[src/rtl/triple_repeat_tx.sv]
// Rate-1/3 repetition-code serializer: each data bit goes out LSB-first as three identical beats.
// Optional fault injection on one copy per triplet when TRIPLE_REPEAT_TX_ERR_INJECT_EN is defined.
module triple_repeat_tx #(
  parameter int unsigned NBITS = 8
) (
  input  logic             clk,
  input  logic             rst,
  input  logic             in_val,
  output logic             in_rdy,
  input  logic [NBITS-1:0] in_data,
`ifdef TRIPLE_REPEAT_TX_ERR_INJECT_EN
  input  logic             err_inj,
  input  logic [1:0]       err_pos,
`endif
  output logic             out_val,
  input  logic             out_rdy,
  output logic             out_bit,
  output logic             out_first,
  output logic             out_last
);

  localparam int unsigned IDX_W = $clog2(NBITS);
  localparam logic [IDX_W-1:0] LAST_IDX = IDX_W'(NBITS - 1);
  localparam logic [1:0] LAST_REP = 2'd2;

  typedef enum logic {
    IDLE,
    SEND
  } state_t;

  state_t             state_q, state_d;
  logic [NBITS-1:0]   shreg_q, shreg_d;
  logic [IDX_W-1:0]   bit_idx_q, bit_idx_d;
  logic [1:0]         rep_cnt_q, rep_cnt_d;
  logic               flip_c;
  logic               last_beat_c;
  logic               accept_c;

`ifdef TRIPLE_REPEAT_TX_ERR_INJECT_EN
  logic               inj_q, inj_d;
  logic [1:0]         pos_q, pos_d;
`endif

  assign last_beat_c = (state_q == SEND) && (bit_idx_q == LAST_IDX) && (rep_cnt_q == LAST_REP);
  // Ready in IDLE, or on a completing last beat so frames run back-to-back.
  assign in_rdy      = !rst && ((state_q == IDLE) || (last_beat_c && out_rdy));
  assign accept_c    = in_val && in_rdy;

`ifdef TRIPLE_REPEAT_TX_ERR_INJECT_EN
  assign flip_c = inj_q && (rep_cnt_q == pos_q);
`else
  assign flip_c = 1'b0;
`endif

  assign out_val   = (state_q == SEND);
  assign out_bit   = (state_q == SEND) && (shreg_q[0] ^ flip_c);
  assign out_first = (state_q == SEND) && (bit_idx_q == '0) && (rep_cnt_q == 2'd0);
  assign out_last  = last_beat_c;

  // Next-state and datapath update.
  always_comb begin
    state_d   = state_q;
    shreg_d   = shreg_q;
    bit_idx_d = bit_idx_q;
    rep_cnt_d = rep_cnt_q;
`ifdef TRIPLE_REPEAT_TX_ERR_INJECT_EN
    inj_d     = inj_q;
    pos_d     = pos_q;
`endif
    case (state_q)
      IDLE: begin
        if (accept_c) begin
          state_d   = SEND;
          shreg_d   = in_data;
          bit_idx_d = '0;
          rep_cnt_d = 2'd0;
`ifdef TRIPLE_REPEAT_TX_ERR_INJECT_EN
          inj_d     = err_inj && (err_pos != 2'd3);
          pos_d     = err_pos;
`endif
        end
      end
      SEND: begin
        if (out_rdy) begin
          if (last_beat_c) begin
            bit_idx_d = '0;
            rep_cnt_d = 2'd0;
            if (accept_c) begin
              shreg_d = in_data;
`ifdef TRIPLE_REPEAT_TX_ERR_INJECT_EN
              inj_d   = err_inj && (err_pos != 2'd3);
              pos_d   = err_pos;
`endif
            end else begin
              state_d = IDLE;
              shreg_d = '0;
`ifdef TRIPLE_REPEAT_TX_ERR_INJECT_EN
              inj_d   = 1'b0;
              pos_d   = 2'd0;
`endif
            end
          end else if (rep_cnt_q == LAST_REP) begin
            rep_cnt_d = 2'd0;
            shreg_d   = shreg_q >> 1;
            bit_idx_d = bit_idx_q + IDX_W'(1);
          end else begin
            rep_cnt_d = rep_cnt_q + 2'd1;
          end
        end
      end
      default: state_d = IDLE;
    endcase
  end

  // State register.
  always_ff @(posedge clk) begin
    if (rst) begin
      state_q   <= IDLE;
      shreg_q   <= '0;
      bit_idx_q <= '0;
      rep_cnt_q <= 2'd0;
`ifdef TRIPLE_REPEAT_TX_ERR_INJECT_EN
      inj_q     <= 1'b0;
      pos_q     <= 2'd0;
`endif
    end else begin
      state_q   <= state_d;
      shreg_q   <= shreg_d;
      bit_idx_q <= bit_idx_d;
      rep_cnt_q <= rep_cnt_d;
`ifdef TRIPLE_REPEAT_TX_ERR_INJECT_EN
      inj_q     <= inj_d;
      pos_q     <= pos_d;
`endif
    end
  end

endmodule

[config.mk]
export PLATFORM = sky130hd
export DESIGN_NAME = triple_repeat_tx
export DESIGN_NICKNAME = d
export VERILOG_FILES = /design/src/rtl/triple_repeat_tx.sv
export SDC_FILE = /design/constraint.sdc
export NUM_CORES = 1
export LEC_CHECK = 0
export CORE_MARGIN = 4
export CORE_UTILIZATION = 45
export CTS_CLUSTER_SIZE = 40
export DETAILED_ROUTE_END_ITERATION = 8
export PLACE_DENSITY_LB_ADDON = 0.12
export SLEW_MARGIN = 40
export SYNTH_ARGS = -nofsm -noshare
export SYNTH_HDL_FRONTEND = slang
export SYNTH_SLANG_ARGS = --single-unit
[constraint.sdc]
create_clock -name clk -period 1.3 [get_ports clk]
set_clock_uncertainty 0.05 [all_clocks]
set_input_delay 0.195 -clock clk [delete_from_list [all_inputs] [get_ports clk]]
set_output_delay 0.195 -clock clk [all_outputs]
set_load 0.01 [all_outputs]
==> flow_summary.json <==
{
  "powerDensity_mw_per_mm2": 697.3,
  "mostFrequentLayoutCell": "buf_4",
  "cts_tree": "built",
  "p_switching_w": 0.0002653,
  "htreeDepth": 1,
  "synth_fa_ha_area_share_pct": 4.127,
  "pwr-share-seq_pct": 44.4,
  "synth_top_family_by_area": "simple AND/OR/NAND/NOR gates",
  "grt_most_used_layer": "met2",
  "hold_violations": 0,
  "netlist-cell-type-count": 28,
  "dp.final_hpwl_um": 1623,
  "synthXorXnorAreaFrac_pct": 0,
  "first_pass_iters": 4,
  "clock-root-buffer": "clkbuf_4",
  "setup_viol": 15,
  "cp.arrival_ns": 1.39,
  "rsz0062_at_grt": "yes",
  "final_cell_mix": "buf_4, o22ai_2, clkdlybuf4s50_1",
  "die_h_um": 52.96,
  "fmax_mhz": 610.4,
  "finalCritPeriodShare_pct": 126.0,
  "maxSlewHeadroom_pct": 86.94,
  "clockPowerShare_pct": 29.5,
  "use_met3_pct": 4.225,
  "use_met1_pct": 22.70,
  "ys_seq_area_share_pct": 30.81,
  "setup_slack_ns": -0.3383,
  "required_ns": 1.05,
  "grt_pass1_vias": 897,
  "power_frac_comb_pct": 26.0,
  "port-buffer-count": 16,
  "floorplan.initialDensity_pct": 46.84,
  "synth_compound_area_share_pct": 23.52,
  "cts_buffer_depth": 2,
  "synth_simple_gate_area_share_pct": 30.12,
  "synth_nets": 120,
  "die-area_mm2": 0.002805,
  "track_usage_pct": 18.86,
  "syn_area_um2": 909.6,
  "p_total_w": 0.001043,
  "cts_sinks": 14,
  "rows": 16,
  "grt-ovfl-total": 0,
  "routed_wirelength_um": 2494,
  "status": "complete, but fails checks",
  "vdd_drop_max_uv": 526.1,
  "path_class": "reg -> out",
  "violations": "negative setup slack",
  "worst-path-max-fanout": 3,
  "min_path_type": "reg -> reg",
  "cts_buffers": 3,
  "synthCells": 105,
  "nNetsFinal": 161,
  "fin_crit_ns": 1.638,
  "met2_usage_pct": 32.23,
  "maxSlewViolCount": 0,
  "p_int_w": 0.0007773,
  "yosysWarningCount": 0,
  "antenna_found_initial": 0,
  "drive_above_1_share_pct": 48.28,
  "synth_seq_cells": 14,
  "via_per_inst": 5.622,
  "start_kind": "flop",
  "end_kind": "output port",
  "dp_slack_ns": -0.4507,
  "final_core_util_pct": 77.00,
  "core_area_mm2": 0.001942,
  "antenna_cells": 0,
  "drtIter0Drc": 30,
  "clk_latency_ns": 0.28,
  "clk_pin_slew_ns": 0.09,
  "postSynthAreaPerCell_um2": 8.663,
  "grt_max_degree": 11,
  "tightest_slew_ns": 0.1949,
  "drcViolationCount": 0,
  "die_w_um": 52.96,
  "area_growth_pct": 64.37,
  "route.vias.total": 967,
  "io-pin-count": 17,
  "total_leakage_power_nw": 0.5949,
  "grt_pass1_wl_um": 3843,
  "synth_mux_area_share_pct": 1.100,
  "hold_buffers": 0,
  "switching_share_pct": 25.45,
  "cap_violations": 0,
  "ant_nets": 0,
  "routabilityCongestion": 0.8314,
  "avgRoutedWirePerCell_um": 14.50
}
[final timing paths]
check	startpoint	end	slack, ns	cells past startpoint
worst max-delay path	bit_idx_q[0]	out_last	-0.34	5
worst min-delay path	shreg_q[7]	shreg_q[7]	0.45	2
worst max register to register	bit_idx_q[0]	shreg_q[2]	-0.22	7
worst min register to register	shreg_q[7]	shreg_q[7]	0.45	2
[kinds of logic (layout without fill, tap and decap cells)]
logic type	after synthesis	in the layout
flops	14	14
mux	1	1
compound gates	30	30
simple gates	39	39
fa+ha+maj	3	3
buf+inv	18	58
[critical path: stages, from the launching register on]
cell and delay (ns):
dfxtp_2 0.35, ha_4 0.16, ha_4 0.16, and3b_2 0.20, and2_4 0.13, buf_6 0.11
[state kept, by name, summed over array words and instances (netlist names)]
signal	count
bit_idx_q	3
out_val	1
rep_cnt_q	2
shreg_q	8
[synth_stat cells]
cell type / instances / area share [%]
or3b_4: 1 / 1.2
nand2b_1: 1 / 0.69
and4bb_2: 1 / 1.4
nand2_4: 1 / 1.2
a21oi_1: 8 / 4.4
nor2_1: 2 / 0.83
dfxtp_1: 14 / 31
nor4b_1: 1 / 0.96
and4b_1: 1 / 1.1
buf_4: 2 / 1.7
a21o_1: 1 / 0.83
and2_1: 2 / 1.4
nand4b_2: 1 / 1.7
and3b_2: 1 / 1.1
buf_6: 2 / 2.5
o221a_1: 7 / 8.7
o22ai_1: 14 / 9.6
clkbuf_1: 1 / 0.41
nand4_1: 3 / 2.1
ha_1: 3 / 4.1
nand2_1: 9 / 3.7
nand4b_1: 2 / 1.9
inv_1: 10 / 4.1
mux2i_1: 1 / 1.1
nor3b_4: 1 / 2.1
nand3b_1: 8 / 6.6
buf_2: 3 / 1.7
nand3_1: 4 / 2.2
[per-layer routing]
layer | routed length, µm | share of wire (%)
met1 | 1108 | 44
met2 | 1258 | 50
met5 | 0 | 0
met4 | 28 | 1.1
met3 | 98 | 3.9
[final cells by class]
cell class,instances,area (µm²)
clock buffer,4,36.28
fill,138,446.7
inverter,10,40.04
multi-input combinational,73,696.9
sequential,14,285.3
tap,27,33.78
timing repair buffer,44,402.9
[through the flow]
step	setup TNS (ns)	std cells	hold slack [ns]	instance area [µm²]
floorplan	-0.1734	105	0.3222	949.7
global placement	-4.840	157	0.4179	1209
detailed placement	-5.050	157	0.4332	1209
CTS	-2.436	169	0.4477	1399
global route	-3.444	172	0.4807	1495
finish	-2.551	172	0.4488	1495
[power by group through the flow]
stage               logic (W)  registers (W)  clock network (W)
global placement     0.000204       0.000470                  0
detailed placement   0.000208       0.000471                  0
CTS                  0.000245       0.000462           0.000318
global route         0.000291       0.000466           0.000347
finish               0.000271       0.000463           0.000308
floorplan            0.000116       0.000470                  0
[repair_timing]
action | CTS | global route
cloned | 0 | 2
resized for setup | 40 | 14
pin swaps | 9 | 4
setup buffers | 8 | 1
setup endpoints to repair | 17 | 17
hold endpoints to repair | 0 | 0
(Power assumes the default switching activity.)
